--- src/rtl/game_score_ctrl.sv ---
// game_score_ctrl: game flow controller for a side-scrolling bird game.
// Watches the start button, detects bird/barrier collisions in the collision
// column, and keeps a BCD score plus a best-since-reset high score.
// The FSM state is exported directly on `state` so checkers can bind to it.
// Inputs have no handshake: `tick` is a one-cycle pulse sampled on every
// rising edge, and every output is a register updated on that same edge.
module game_score_ctrl #(
  parameter int WIDTH  = 8,
  parameter int DIGITS = 4,
  parameter int GRACE  = 2
) (
  input  logic                  clock,
  input  logic                  reset,
  input  logic                  start,
  input  logic [WIDTH-1:0]      bird_col,
  input  logic [WIDTH-1:0]      barrier_col,
  input  logic                  tick,
  output logic                  enable,
  output logic [1:0]            state,
  output logic [4*DIGITS-1:0]   score,
  output logic [4*DIGITS-1:0]   high_score,
  output logic                  game_over,
  output logic                  new_high,
  output logic                  wrapped
);

  localparam int SW = 4 * DIGITS;
  // Grace counter is always at least one bit wide, even when GRACE is 0.
  localparam int GW = (GRACE < 1) ? 1 : $clog2(GRACE + 1);
  localparam logic [GW-1:0] GRACE_C = GW'(GRACE);

  typedef enum logic [1:0] {
    S_IDLE = 2'b00,
    S_RUN  = 2'b01,
    S_OVER = 2'b10,
    S_BAD  = 2'b11
  } state_t;

  state_t          state_q, state_d;
  logic            start_q;
  logic            enable_q, enable_d;
  logic            game_over_q, game_over_d;
  logic            new_high_q, new_high_d;
  logic            wrapped_q, wrapped_d;
  logic [SW-1:0]   score_q, score_d;
  logic [SW-1:0]   high_q, high_d;
  logic [GW-1:0]   grace_q, grace_d;

  logic            start_edge;
  logic            collision;
  logic            enter_run;
  logic            end_game;
  logic            score_tick;
  logic [SW-1:0]   score_inc;
  logic            inc_carry;

  // Button is active-low: a game starts on a 1->0 transition of start.
  assign start_edge = start_q & ~start;
  assign collision  = |(bird_col & barrier_col);

  // Start button history; cleared on reset so a held button cannot start a game.
  always_ff @(posedge clock or negedge reset) begin
    if (!reset) start_q <= 1'b0;
    else        start_q <= start;
  end

  // FSM state register.
  always_ff @(posedge clock or negedge reset) begin
    if (!reset) state_q <= S_IDLE;
    else        state_q <= state_d;
  end

  // FSM next state: start always wins in RUN, then collision.
  always_comb begin
    state_d = state_q;
    case (state_q)
      S_IDLE:  if (start_edge) state_d = S_RUN;
      S_RUN: begin
        if (start_edge)     state_d = S_RUN;
        else if (collision) state_d = S_OVER;
      end
      S_OVER:  if (start_edge) state_d = S_RUN;
      default: state_d = S_IDLE;
    endcase
  end

  // BCD +1 with ripple carry; a digit at 9 (or corrupted above 9) becomes 0.
  always_comb begin
    score_inc = score_q;
    inc_carry = 1'b1;
    for (int i = 0; i < DIGITS; i++) begin
      if (inc_carry) begin
        if (score_q[4*i +: 4] >= 4'd9) begin
          score_inc[4*i +: 4] = 4'd0;
        end else begin
          score_inc[4*i +: 4] = score_q[4*i +: 4] + 4'd1;
          inc_carry = 1'b0;
        end
      end
    end
  end

  // FSM outputs and scoring datapath next values.
  always_comb begin
    enter_run   = start_edge && (state_q != S_BAD);
    end_game    = (state_q == S_RUN) && !start_edge && collision;
    score_tick  = (state_q == S_RUN) && !start_edge && !collision && tick;

    enable_d    = (state_d == S_RUN);
    game_over_d = end_game;
    score_d     = score_q;
    high_d      = high_q;
    grace_d     = grace_q;
    wrapped_d   = wrapped_q;
    new_high_d  = new_high_q;

    if (enter_run) begin
      score_d    = '0;
      grace_d    = '0;
      wrapped_d  = 1'b0;
      new_high_d = 1'b0;
    end else if (end_game) begin
      // Packed BCD compares correctly as a plain unsigned vector.
      if (score_q > high_q) begin
        high_d     = score_q;
        new_high_d = 1'b1;
      end
    end else if (score_tick) begin
      if (grace_q < GRACE_C) begin
        grace_d = grace_q + GW'(1);
      end else begin
        score_d = score_inc;
        if (inc_carry) wrapped_d = 1'b1;
      end
    end
  end

  // Output and datapath registers.
  always_ff @(posedge clock or negedge reset) begin
    if (!reset) begin
      enable_q    <= 1'b0;
      game_over_q <= 1'b0;
      new_high_q  <= 1'b0;
      wrapped_q   <= 1'b0;
      score_q     <= '0;
      high_q      <= '0;
      grace_q     <= '0;
    end else begin
      enable_q    <= enable_d;
      game_over_q <= game_over_d;
      new_high_q  <= new_high_d;
      wrapped_q   <= wrapped_d;
      score_q     <= score_d;
      high_q      <= high_d;
      grace_q     <= grace_d;
    end
  end

  assign enable     = enable_q;
  assign state      = state_q;
  assign score      = score_q;
  assign high_score = high_q;
  assign game_over  = game_over_q;
  assign new_high   = new_high_q;
  assign wrapped    = wrapped_q;

endmodule

--- config.mk ---
export PLATFORM = sky130hd
export DESIGN_NAME = game_score_ctrl
export DESIGN_NICKNAME = d
export VERILOG_FILES = /design/src/rtl/game_score_ctrl.sv
export SDC_FILE = /design/constraint.sdc
export NUM_CORES = 1
export LEC_CHECK = 0
export ABC_AREA = 0
export CAP_MARGIN = 0
export CORE_UTILIZATION = 50
export DETAILED_ROUTE_END_ITERATION = 12
export PLACE_DENSITY_LB_ADDON = 0.1
export SLEW_MARGIN = 10
export SYNTH_ARGS = -nofsm -noshare
export SYNTH_HDL_FRONTEND = slang
export SYNTH_SLANG_ARGS = --single-unit
--- constraint.sdc ---
create_clock -name clock -period 3 [get_ports clock]
set_input_delay 0.75 -clock clock [delete_from_list [all_inputs] [get_ports clock]]
set_output_delay 0.75 -clock clock [all_outputs]
set_load 0.01 [all_outputs]
==> metrics.md <==
| Metric | Value |
|---|---|
| Result of the run | finished clean |
| Relative area change from synthesis to final layout | 31.9% |
| Highest fanout seen on the critical path | 17 |
| Worst slew pin tran | a little over 0.9 ns |
| Maximum buffer depth of the clock tree | 2 |
| Start point of the worst min-delay path | new_high$_DFFE_PN0P_ |
| Clock Skews | a little over 0.008 ns |
| Clock tree from TritonCTS | done |
| Setup Buffers After CTS | 0 |
| Final HPWL from detailed placement | 3.87 mm |
| Endpoints failing hold | 0 |
| All-layer global routing usage | ~22% |
| Antenna Cells | 0 |
| Clock Tree Root | sky130_fd_sc_hd__clkbuf_8 |
| Category of the most critical setup path | reg -> reg |
| Most frequently used cell type in the post-synthesis netlist | sky130_fd_sc_hd__dfrtp_1 |
| Family with the most delay on the worst path | compound AO/OA/AOI/OAI gates |
| Num CTS Buffers | 5 |
| Final critical-path required period | 2.63 ns |
| Number of hold-repair buffers added at the cts stage | 0 |
| Level count of the clock H-tree | 2 |
| Fraction of final layout cells sized beyond drive strength 1 | 11.5% |
| Global placement routability congestion | 0.778 |
| Critical Path Source | score[7]$_DFFE_PN0P_ |
| Seq/Total Area, Yosys | a little over two fifths |
| Req. time, crit path | 3.19 ns |
| Final nets | 360 |
| Number of instances in the synthesized netlist | 244 |
| Worst-path cell with the longest stage delay | sky130_fd_sc_hd__o21ai_4 |
| Static power due to leakage | 1.56 nW |
| Arrival time reported for the critical path endpoint | 2.82 ns |
| Critical path buffer and inverter count | 0 |
| Fraction of registers with async set/reset | 100% |
| Via count of the first global-routing pass | 1918 |
| Number of enable-type register cells in the synthesized netlist | 0 |
| Synth top area share | 41.9% |
| Cell-by-cell listing of the critical path | ha_1, and4_1, nand2_1, nor2_1, a221o_1, o21ai_4, mux2_2 |
| Overall die height | 72.0 um |
| Number of DRC violations after detailed-routing iteration 0 | 81 |
| Pwr/cell area | 514 nW/um2 |
| Fill cells | 383 |
| Critical register-to-register path startpoint | score[7]$_DFFE_PN0P_ |
| Global-route wire length before repair | roughly 8.9 mm |
| Clock slew at reported path FFs | 0.08 ns |
| Part of the cycle the worst path needs | around 90% |
| Total power of the final layout | about 1.7 mW |
| Cell area after synthesis | about 2400 um2 |
| Summed negative setup slack over all endpoints | 0 ns |
| Ports placed on the boundary | 58 |
| Number of antenna violations at the first check in global routing | 0 |
| Tightest Hold Check Type | reg -> reg |
| Drt total wl | 5.19 mm |
| Peak clock frequency supported by timing | approximately 380 MHz |
| DRC | 0 |
| Die width | 72.0 um |
| Mean Syn Cell Area | 10.0 um2 |
| Starting density of the core | about half |
| Total number of vias | 2005 |
| Number of nets with antenna violations after detailed routing | 0 |
| Delay of the slowest critical-path stage | 0.56 ns |
| Synthesis warning total | 0 |
| Number of iterations in the first detailed-routing pass | 4 |
| Register bit total from synthesis | 41 |
| Unrepaired setup endpoints after global routing | false |
| Nature of the critical path startpoint | flip-flop |
| Library cell with the largest summed area after synthesis | sky130_fd_sc_hd__dfrtp_1 |
| Num rows | 25 |
| Number of different library cells in the post-synthesis netlist | 42 |
| Peak VDD IR | about 0.35 mV |
| Resized Gates After CTS | 0 |
| Endpoint class of the critical path | flip-flop |
| Total clock sinks | 41 |
| Synthesized net count | 292 |
| IO buf count | 57 |
| Area of the core | 4720 um2 |
| Top area cells in the synthesized netlist | sky130_fd_sc_hd__dfrtp_1, sky130_fd_sc_hd__ha_1, sky130_fd_sc_hd__nand2_1 |
| Pin count of the biggest net entering global routing | 42 |
| Die area | between 5000 and 6000 um2 |
| Final setup viols | 0 |
| Clock latency at the later pin of the worst-skew pair | 0.30 ns |
| Final number of max-transition violations | 0 |
| Cell types with the highest counts after synthesis | sky130_fd_sc_hd__dfrtp_1, sky130_fd_sc_hd__nand2_1, sky130_fd_sc_hd__ha_1 |
| Via-to-Cell Ratio | roughly 5.3 |
| Commonest register cell after synthesis | sky130_fd_sc_hd__dfrtp_1 |
| Leftover overflow at the end of global routing | 0 |
| Headroom to the max-slew limit | 39.3% |
| Number of max-cap violations | 0 |
| Average wire per standard cell | 13.7 um |
==> state kept, by name, indices dropped and copies added (netlist names) <==
name / count
high_score: 16
score: 16
grace_q: 2
state: 2
enable: 1
game_over: 1
new_high: 1
start_q: 1
wrapped: 1
==> cell families after synthesis <==
logic type,share of synthesized area (%)
DFF,41.9
and+or+nand+nor,17.1
buffers and inverters,4.75
muxes,7.87
AOI/OAI and AO/OA,14.1
adders and majority gates,14.3
==> cell type report <==
class                      instances  area (um2)  share of cell area, %
multi-input combinational        174        1310                   40.4
timing repair buffer              62         603                   18.7
clock inverter                     2        35.0                   1.09
inverter                          28         105                   3.26
sequential                        41        1030                   31.8
tap                               67        83.8                   2.60
clock buffer                       5        68.8                   2.13
==> layer usage <==
metal	vias up	share of wire, %	track usage (%)	wire [um]
li1	992	-	-	-
met1	960	47	29.9	2450
met2	45	47	36.3	2450
met3	8	3.8	3.47	199
met4	0	1.5	8.93	80
met5	-	0	0	0
==> worst paths after layout <==
check,cells past startpoint,endpoint,slack (ns)
worst max-delay path,7,high_score[6]$_DFFE_PN0P_,0.37
worst min-delay path,2,new_high$_DFFE_PN0P_,0.50
worst max register to register,7,high_score[6]$_DFFE_PN0P_,0.37
worst min register to register,2,new_high$_DFFE_PN0P_,0.50
max in group asynchronous,1,high_score[9]$_DFFE_PN0P_,1.86
min in group asynchronous,1,high_score[1]$_DFFE_PN0P_,0.58
==> layout by cell type, fill, tap and decap left out, types with 3 or more instances in the layout <==
master	synthesis	routed
sky130_fd_sc_hd__dfrtp_1	41	41
sky130_fd_sc_hd__inv_1	27	27
sky130_fd_sc_hd__a21oi_1	14	14
sky130_fd_sc_hd__nor2_1	8	8
sky130_fd_sc_hd__mux2_2	8	8
sky130_fd_sc_hd__nand2b_1	6	6
sky130_fd_sc_hd__or3b_2	3	3
sky130_fd_sc_hd__ha_1	28	28
sky130_fd_sc_hd__clkbuf_8	0	5
sky130_fd_sc_hd__a22oi_1	5	5
sky130_fd_sc_hd__clkdlybuf4s50_1	0	56
sky130_fd_sc_hd__nand3_1	12	12
sky130_fd_sc_hd__mux2i_1	8	8
sky130_fd_sc_hd__buf_4	0	5
sky130_fd_sc_hd__nand2_1	29	29
sky130_fd_sc_hd__o21ai_0	15	15
==> where the power goes <==
| group | total (mW) | leakage [nW] | internal [mW] | switching [mW] |
|---|---|---|---|---|
| Combinational | 0.511 | 0.989 | 0.255 | 0.256 |
| Clock | 0.441 | 0.0540 | 0.242 | 0.199 |
| Sequential | 0.706 | 0.518 | 0.613 | 0.0928 |
==> worst register-to-register path, delay by kind of cell (launching register included) <==
family	cells	cell delay, ns
mux	1	0.41
fa+ha+maj	1	0.37
simple gates	3	0.34
compound gates	2	0.91
flops	1	0.49
==> per-stage QoR <==
| step | hold WS [ns] | setup WS [ns] | std cells | util [%] | area [um2] |
|---|---|---|---|---|---|
| 2_1_floorplan | 0.454 | 0.712 | 244 | - | 2450 |
| 3_3_place_gp | 0.479 | 0.225 | 372 | 66.1 | 3120 |
| 3_5_place_dp | 0.480 | 0.261 | 372 | 66.1 | 3120 |
| 4_1_cts | 0.506 | 0.341 | 379 | 68.3 | 3230 |
| 5_1_grt | 0.545 | 0.218 | 379 | 68.3 | 3230 |
| 6_report | 0.499 | 0.367 | 379 | 68.3 | 3230 |
Power figures use the tool's default switching activity.
